File: src/rtl/mod3221_mul_seq.sv
// mod3221_mul_seq: bit-serial modular multiplier, result = (a*b) mod Q.
// One multiplier bit (MSB first) is folded into the accumulator per cycle and
// reduced immediately, so no double-width product is ever formed.
// Optional feature macro: MOD3221_RANGE_CHECK_EN. When it is defined,
// out-of-range operands skip RUN and complete at once with err=1 and result=0.
module mod3221_mul_seq #(
   parameter int unsigned Q  = 3221,
   parameter int unsigned QW = 12
) (
   input  logic          clk,
   input  logic          rst,
   input  logic          in_valid,
   output logic          in_ready,
   input  logic [QW-1:0] a,
   input  logic [QW-1:0] b,
   output logic          out_valid,
   input  logic          out_ready,
   output logic [QW-1:0] result,
   output logic          busy,
   output logic          err
);

   localparam int unsigned TW = QW + 2;
   localparam int unsigned CW = (QW > 1) ? $clog2(QW) : 1;
   localparam logic [TW-1:0] Q1 = TW'(Q);
   localparam logic [TW-1:0] Q2 = TW'(2 * Q);
   localparam logic [QW-1:0] QV = QW'(Q);

   typedef enum logic [1:0] {
      S_IDLE = 2'd0,
      S_RUN  = 2'd1,
      S_DONE = 2'd2
   } state_e;

   state_e        state_q, state_d;
   logic [QW-1:0] a_q, a_d;
   logic [QW-1:0] b_q, b_d;
   logic [QW-1:0] acc_q, acc_d;
   logic [CW-1:0] cnt_q, cnt_d;
   logic [QW-1:0] result_q, result_d;
   logic          err_q, err_d;
   logic          in_ready_q, in_ready_d;
   logic          out_valid_q, out_valid_d;
   logic          busy_q, busy_d;

   logic [TW-1:0] addend_c;
   logic [TW-1:0] t_c;
   logic [QW-1:0] acc_next_c;
   logic          range_bad_c;

   // One interleaved step: t = 2*acc + (b[cnt] ? a : 0), then subtract 0, Q or 2Q.
   always_comb begin
      addend_c   = b_q[cnt_q] ? TW'(a_q) : '0;
      t_c        = TW'({acc_q, 1'b0}) + addend_c;
      acc_next_c = QW'(t_c);
      if (t_c >= Q2) begin
         acc_next_c = QW'(t_c - Q2);
      end else if (t_c >= Q1) begin
         acc_next_c = QW'(t_c - Q1);
      end
   end

   // Operand range flag; constant zero unless the range check is built in.
   always_comb begin
`ifdef MOD3221_RANGE_CHECK_EN
      range_bad_c = (a >= QV) || (b >= QV);
`else
      range_bad_c = 1'b0;
`endif
   end

   // Next-state and datapath updates; registered outputs follow the next state.
   always_comb begin
      state_d  = state_q;
      a_d      = a_q;
      b_d      = b_q;
      acc_d    = acc_q;
      cnt_d    = cnt_q;
      result_d = result_q;
      err_d    = err_q;
      unique case (state_q)
         S_IDLE: begin
            if (in_valid && in_ready_q) begin
               a_d   = a;
               b_d   = b;
               acc_d = '0;
               cnt_d = CW'(QW - 1);
               if (range_bad_c) begin
                  state_d  = S_DONE;
                  result_d = '0;
                  err_d    = 1'b1;
               end else begin
                  state_d = S_RUN;
                  err_d   = 1'b0;
               end
            end
         end
         S_RUN: begin
            acc_d = acc_next_c;
            if (cnt_q == '0) begin
               state_d  = S_DONE;
               result_d = acc_next_c;
            end else begin
               cnt_d = cnt_q - CW'(1);
            end
         end
         S_DONE: begin
            if (out_ready) begin
               state_d = S_IDLE;
               err_d   = 1'b0;
            end
         end
         default: state_d = S_IDLE;
      endcase
      in_ready_d  = (state_d == S_IDLE);
      out_valid_d = (state_d == S_DONE);
      busy_d      = (state_d != S_IDLE);
   end

   // State and datapath registers; reset discards any operation in flight.
   always_ff @(posedge clk or posedge rst) begin
      if (rst) begin
         state_q     <= S_IDLE;
         a_q         <= '0;
         b_q         <= '0;
         acc_q       <= '0;
         cnt_q       <= '0;
         result_q    <= '0;
         err_q       <= 1'b0;
         in_ready_q  <= 1'b1;
         out_valid_q <= 1'b0;
         busy_q      <= 1'b0;
      end else begin
         state_q     <= state_d;
         a_q         <= a_d;
         b_q         <= b_d;
         acc_q       <= acc_d;
         cnt_q       <= cnt_d;
         result_q    <= result_d;
         err_q       <= err_d;
         in_ready_q  <= in_ready_d;
         out_valid_q <= out_valid_d;
         busy_q      <= busy_d;
      end
   end

   assign in_ready  = in_ready_q;
   assign out_valid = out_valid_q;
   assign result    = result_q;
   assign busy      = busy_q;
   assign err       = err_q;

endmodule
File: config.mk
export PLATFORM = sky130hd
export DESIGN_NAME = mod3221_mul_seq
export DESIGN_NICKNAME = d
export VERILOG_FILES = /design/src/rtl/mod3221_mul_seq.sv
export SDC_FILE = /design/constraint.sdc
export NUM_CORES = 1
export LEC_CHECK = 0
export CAP_MARGIN = 15
export CORE_AREA = 2 2 83 85
export DETAILED_ROUTE_END_ITERATION = 10
export DIE_AREA = 0 0 85 87
export PLACE_DENSITY = 0.85
export SYNTH_ARGS = -nofsm -noshare
export SYNTH_HDL_FRONTEND = slang
export SYNTH_SLANG_ARGS = --single-unit
File: constraint.sdc
create_clock -name clk -period 14.5 [get_ports clk]
set_input_delay 1.45 -clock clk [delete_from_list [all_inputs] [get_ports clk]]
set_output_delay 1.45 -clock clk [all_outputs]
set_load 0.005 [all_outputs]
==> metrics.txt <==
CP dominant cell by count=mux2_2; CTS buffer count=9; worst-path fanout max=24; status=finished clean; first-pass iteration count of the detailed router=5; Final Slew Violations=0; DP Area=4419 um^2; Period Utilization, post-route=0.3791; Max Fclk=181.9 MHz; CTS resizes=0; crit path DAT=5.71 ns; Root Buffer=clkbuf_8; Die H=87 um; number of max-cap violations=0; initial antenna violation count=0; fill cell count=513; gr usage total=0.2706; Final nets=495; FF+latch area=roughly 1400 um^2; most frequent cells in the layout=dfrtp_1 (56), clkdlybuf4s50_1 (42), mux2_2 (31), nand2_1 (27), nor2_1 (26); die area=approximately 7400 um^2; Synth-to-Final Area Change=15.66%; global route overflow=0; layout cells sized above 1=0.1523; cells on worst reg2reg path=15; # rows=30; hpwl dp=7091 um; DR iter-0 viols=around 210; worst-path cell chain=mux4_2 -> mux2i_1 -> o21ai_0 -> clkbuf_4 -> and2_1 -> ha_1 -> fa_1 -> xnor2_1 -> o22ai_1 -> a211oi_1 -> o32ai_2 -> a21oi_4 -> mux2_2 -> a311o_1 -> mux2_2; hold endpoint=result[9]; setup violators final=0; Synth top area share=0.3536; Final TNS setup=0 ns; commonest non-fill, non-tap cell in the layout=dfrtp_1; hold buffer count at CTS=0; Synth Area per Inst=9.688 um^2; CP Launch Type=register; cell area after synthesis=3963 um^2; io pins=44; Post-synth EDFFs=0; clock latency on the worst-skew pair=0.33 ns; Starting Density=0.6032; Reg2Reg Capture Point=result[5]; wire per inst=17.77 um; PortBufs=42; Slew HR=0.3114; Multi-input gate area=between 2000 and 2500 um^2; Core Area=6569 um^2; RSZ-0062 raised after global routing=no; clock skew=0.005638 ns; CP required=14.72 ns; via-per-instance ratio=6.383; crit path kind=register to register; first-pass GRT wire length=roughly 16000 um; R2R Path Start=cnt_q[0]; Max clock buf depth=2; via count=3402; DRC=0; crit end category=register; Tightest Hold Check Type=register to register; TritonCTS clock tree=yes; setup slack, reg-to-reg=about 9 ns; Area contributors post-synth=dfrtp_1 (35%), mux2_2 (8.8%), ha_1 (5.7%); Die W=about 85 um; GPL Wtd Cong=1.037; post-CTS setup buffer count=0; Yosys warning total=0; CP max stage delay=0.64 ns; share of the yosys chip area belonging to registers=0.3603; vias in the first global route=3302; count of final hold-check violations=0; clock slew seen by the registers of the worst setup and hold paths=approximately 0.060 ns; Most used DFF post-synth=dfrtp_1; Hold Crit Start=result[9]; CP max stage cell=xnor2_1; Final ANT Viol Nets=0; cell area after layout=between 4000 and 5000 um^2; largest net degree at the start of global routing=58; minimum clock period=5.497 ns; Sink Count=57; CTS HTree Levels=3; async set-reset flop share out of synthesis=1.000; WL final=9473 um; Netlist cell types=73; Seq cells post-synth=between 50 and 60; hold slack final=between 0.4 and 0.5 ns; Synthesized Nets=456; Hold Path Stages=2; actual slew at the worst max-slew pin=a little over 1 ns; Synth area leader=dfrtp_1; antenna fix cells=0; Post-Synthesis Cells=409
## registers in the layout, summed over array words and instances, names as in the netlist, 2 cells and up
signal	cells
a_q	12
acc_q	12
b_q	12
result	12
cnt_q	4
state_q	2
## worst max-delay path, delay by kind of cell (launching register included)
family                   cells  cell delay [ns]
adder cells (fa/ha/maj)      2             0.66
multiplexers                 4             1.40
AND/OR/NAND/NOR              1             0.17
XOR/XNOR                     1             0.64
buffers and inverters        1             0.23
flip-flops                   1             0.51
AO/OA/AOI/OAI                6             1.73
## metal layers
layer | part of all wire | GRT usage
met1 | 0.43 | 0.3443
met2 | 0.48 | 0.4347
met3 | 0.048 | 0.05782
met4 | 0.044 | 0.1429
met5 | 0 | 0
## cell type report
class                           count  area share
Tap cell                           80     0.02184
Clock buffer                       13     0.03030
Inverter                           14     0.01147
Timing Repair Buffer               46     0.09828
Sequential cell                    57      0.3115
Multi-Input combinational cell    320      0.5228
Clock inverter                      3    0.003822
## worst max path at each step
| stage | startpoint | to | slack, ns |
|---|---|---|---|
| 2_1_floorplan | cnt_q[0] | result[6] | 9.79 |
| 4_1_cts | cnt_q[0] | result[5] | 8.77 |
| 6_report | cnt_q[0] | result[5] | 9.00 |
| 3_5_place_dp | cnt_q[0] | result[5] | 8.83 |
| 3_3_place_gp | cnt_q[0] | result[5] | 9.06 |
| 5_1_grt | cnt_q[0] | result[5] | 8.68 |
## through the flow
step,setup WS [ns],util,cells
after floorplan,9.787,-,409
after global placement,9.065,0.6728,516
after detailed placement,8.826,0.6728,516
after CTS,8.768,0.6966,532
after global routing,8.680,0.6977,533
final,9.003,0.6977,533
## synth_stat cells, types with 4 or more instances
master	count
inv_1	14
o31ai_1	8
xnor2_1	11
nand3_1	4
nand2b_1	8
and2_1	19
and3_1	4
a22o_1	5
nor3b_1	4
a21oi_1	21
a211oi_1	8
nor2b_1	5
nand2_1	27
nor2_1	26
a31oi_1	5
mux2i_1	7
clkbuf_1	12
nor3_1	11
dfrtp_1	56
xor2_1	4
ha_1	18
mux2_2	31
o21ai_0	22
or2_2	4
## logic make-up (layout without fill, tap and decap cells)
| group | count (synthesis) | after routing | synth area share |
|---|---|---|---|
| DFF | 57 | 57 | 0.3603 |
| xor gates and xnor gates | 15 | 15 | 0.03315 |
| buffers and inverters | 32 | 76 | 0.03631 |
| adders and majority gates | 19 | 19 | 0.06189 |
| other | 1 | 1 | 0.0009464 |
| AOI/OAI and AO/OA | 119 | 119 | 0.2191 |
| and+or+nand+nor | 125 | 125 | 0.1655 |
| muxes | 41 | 41 | 0.1228 |
Power is not shown: default switching activity piles up to over one toggle a cycle in this logic, so the estimate is an artifact.
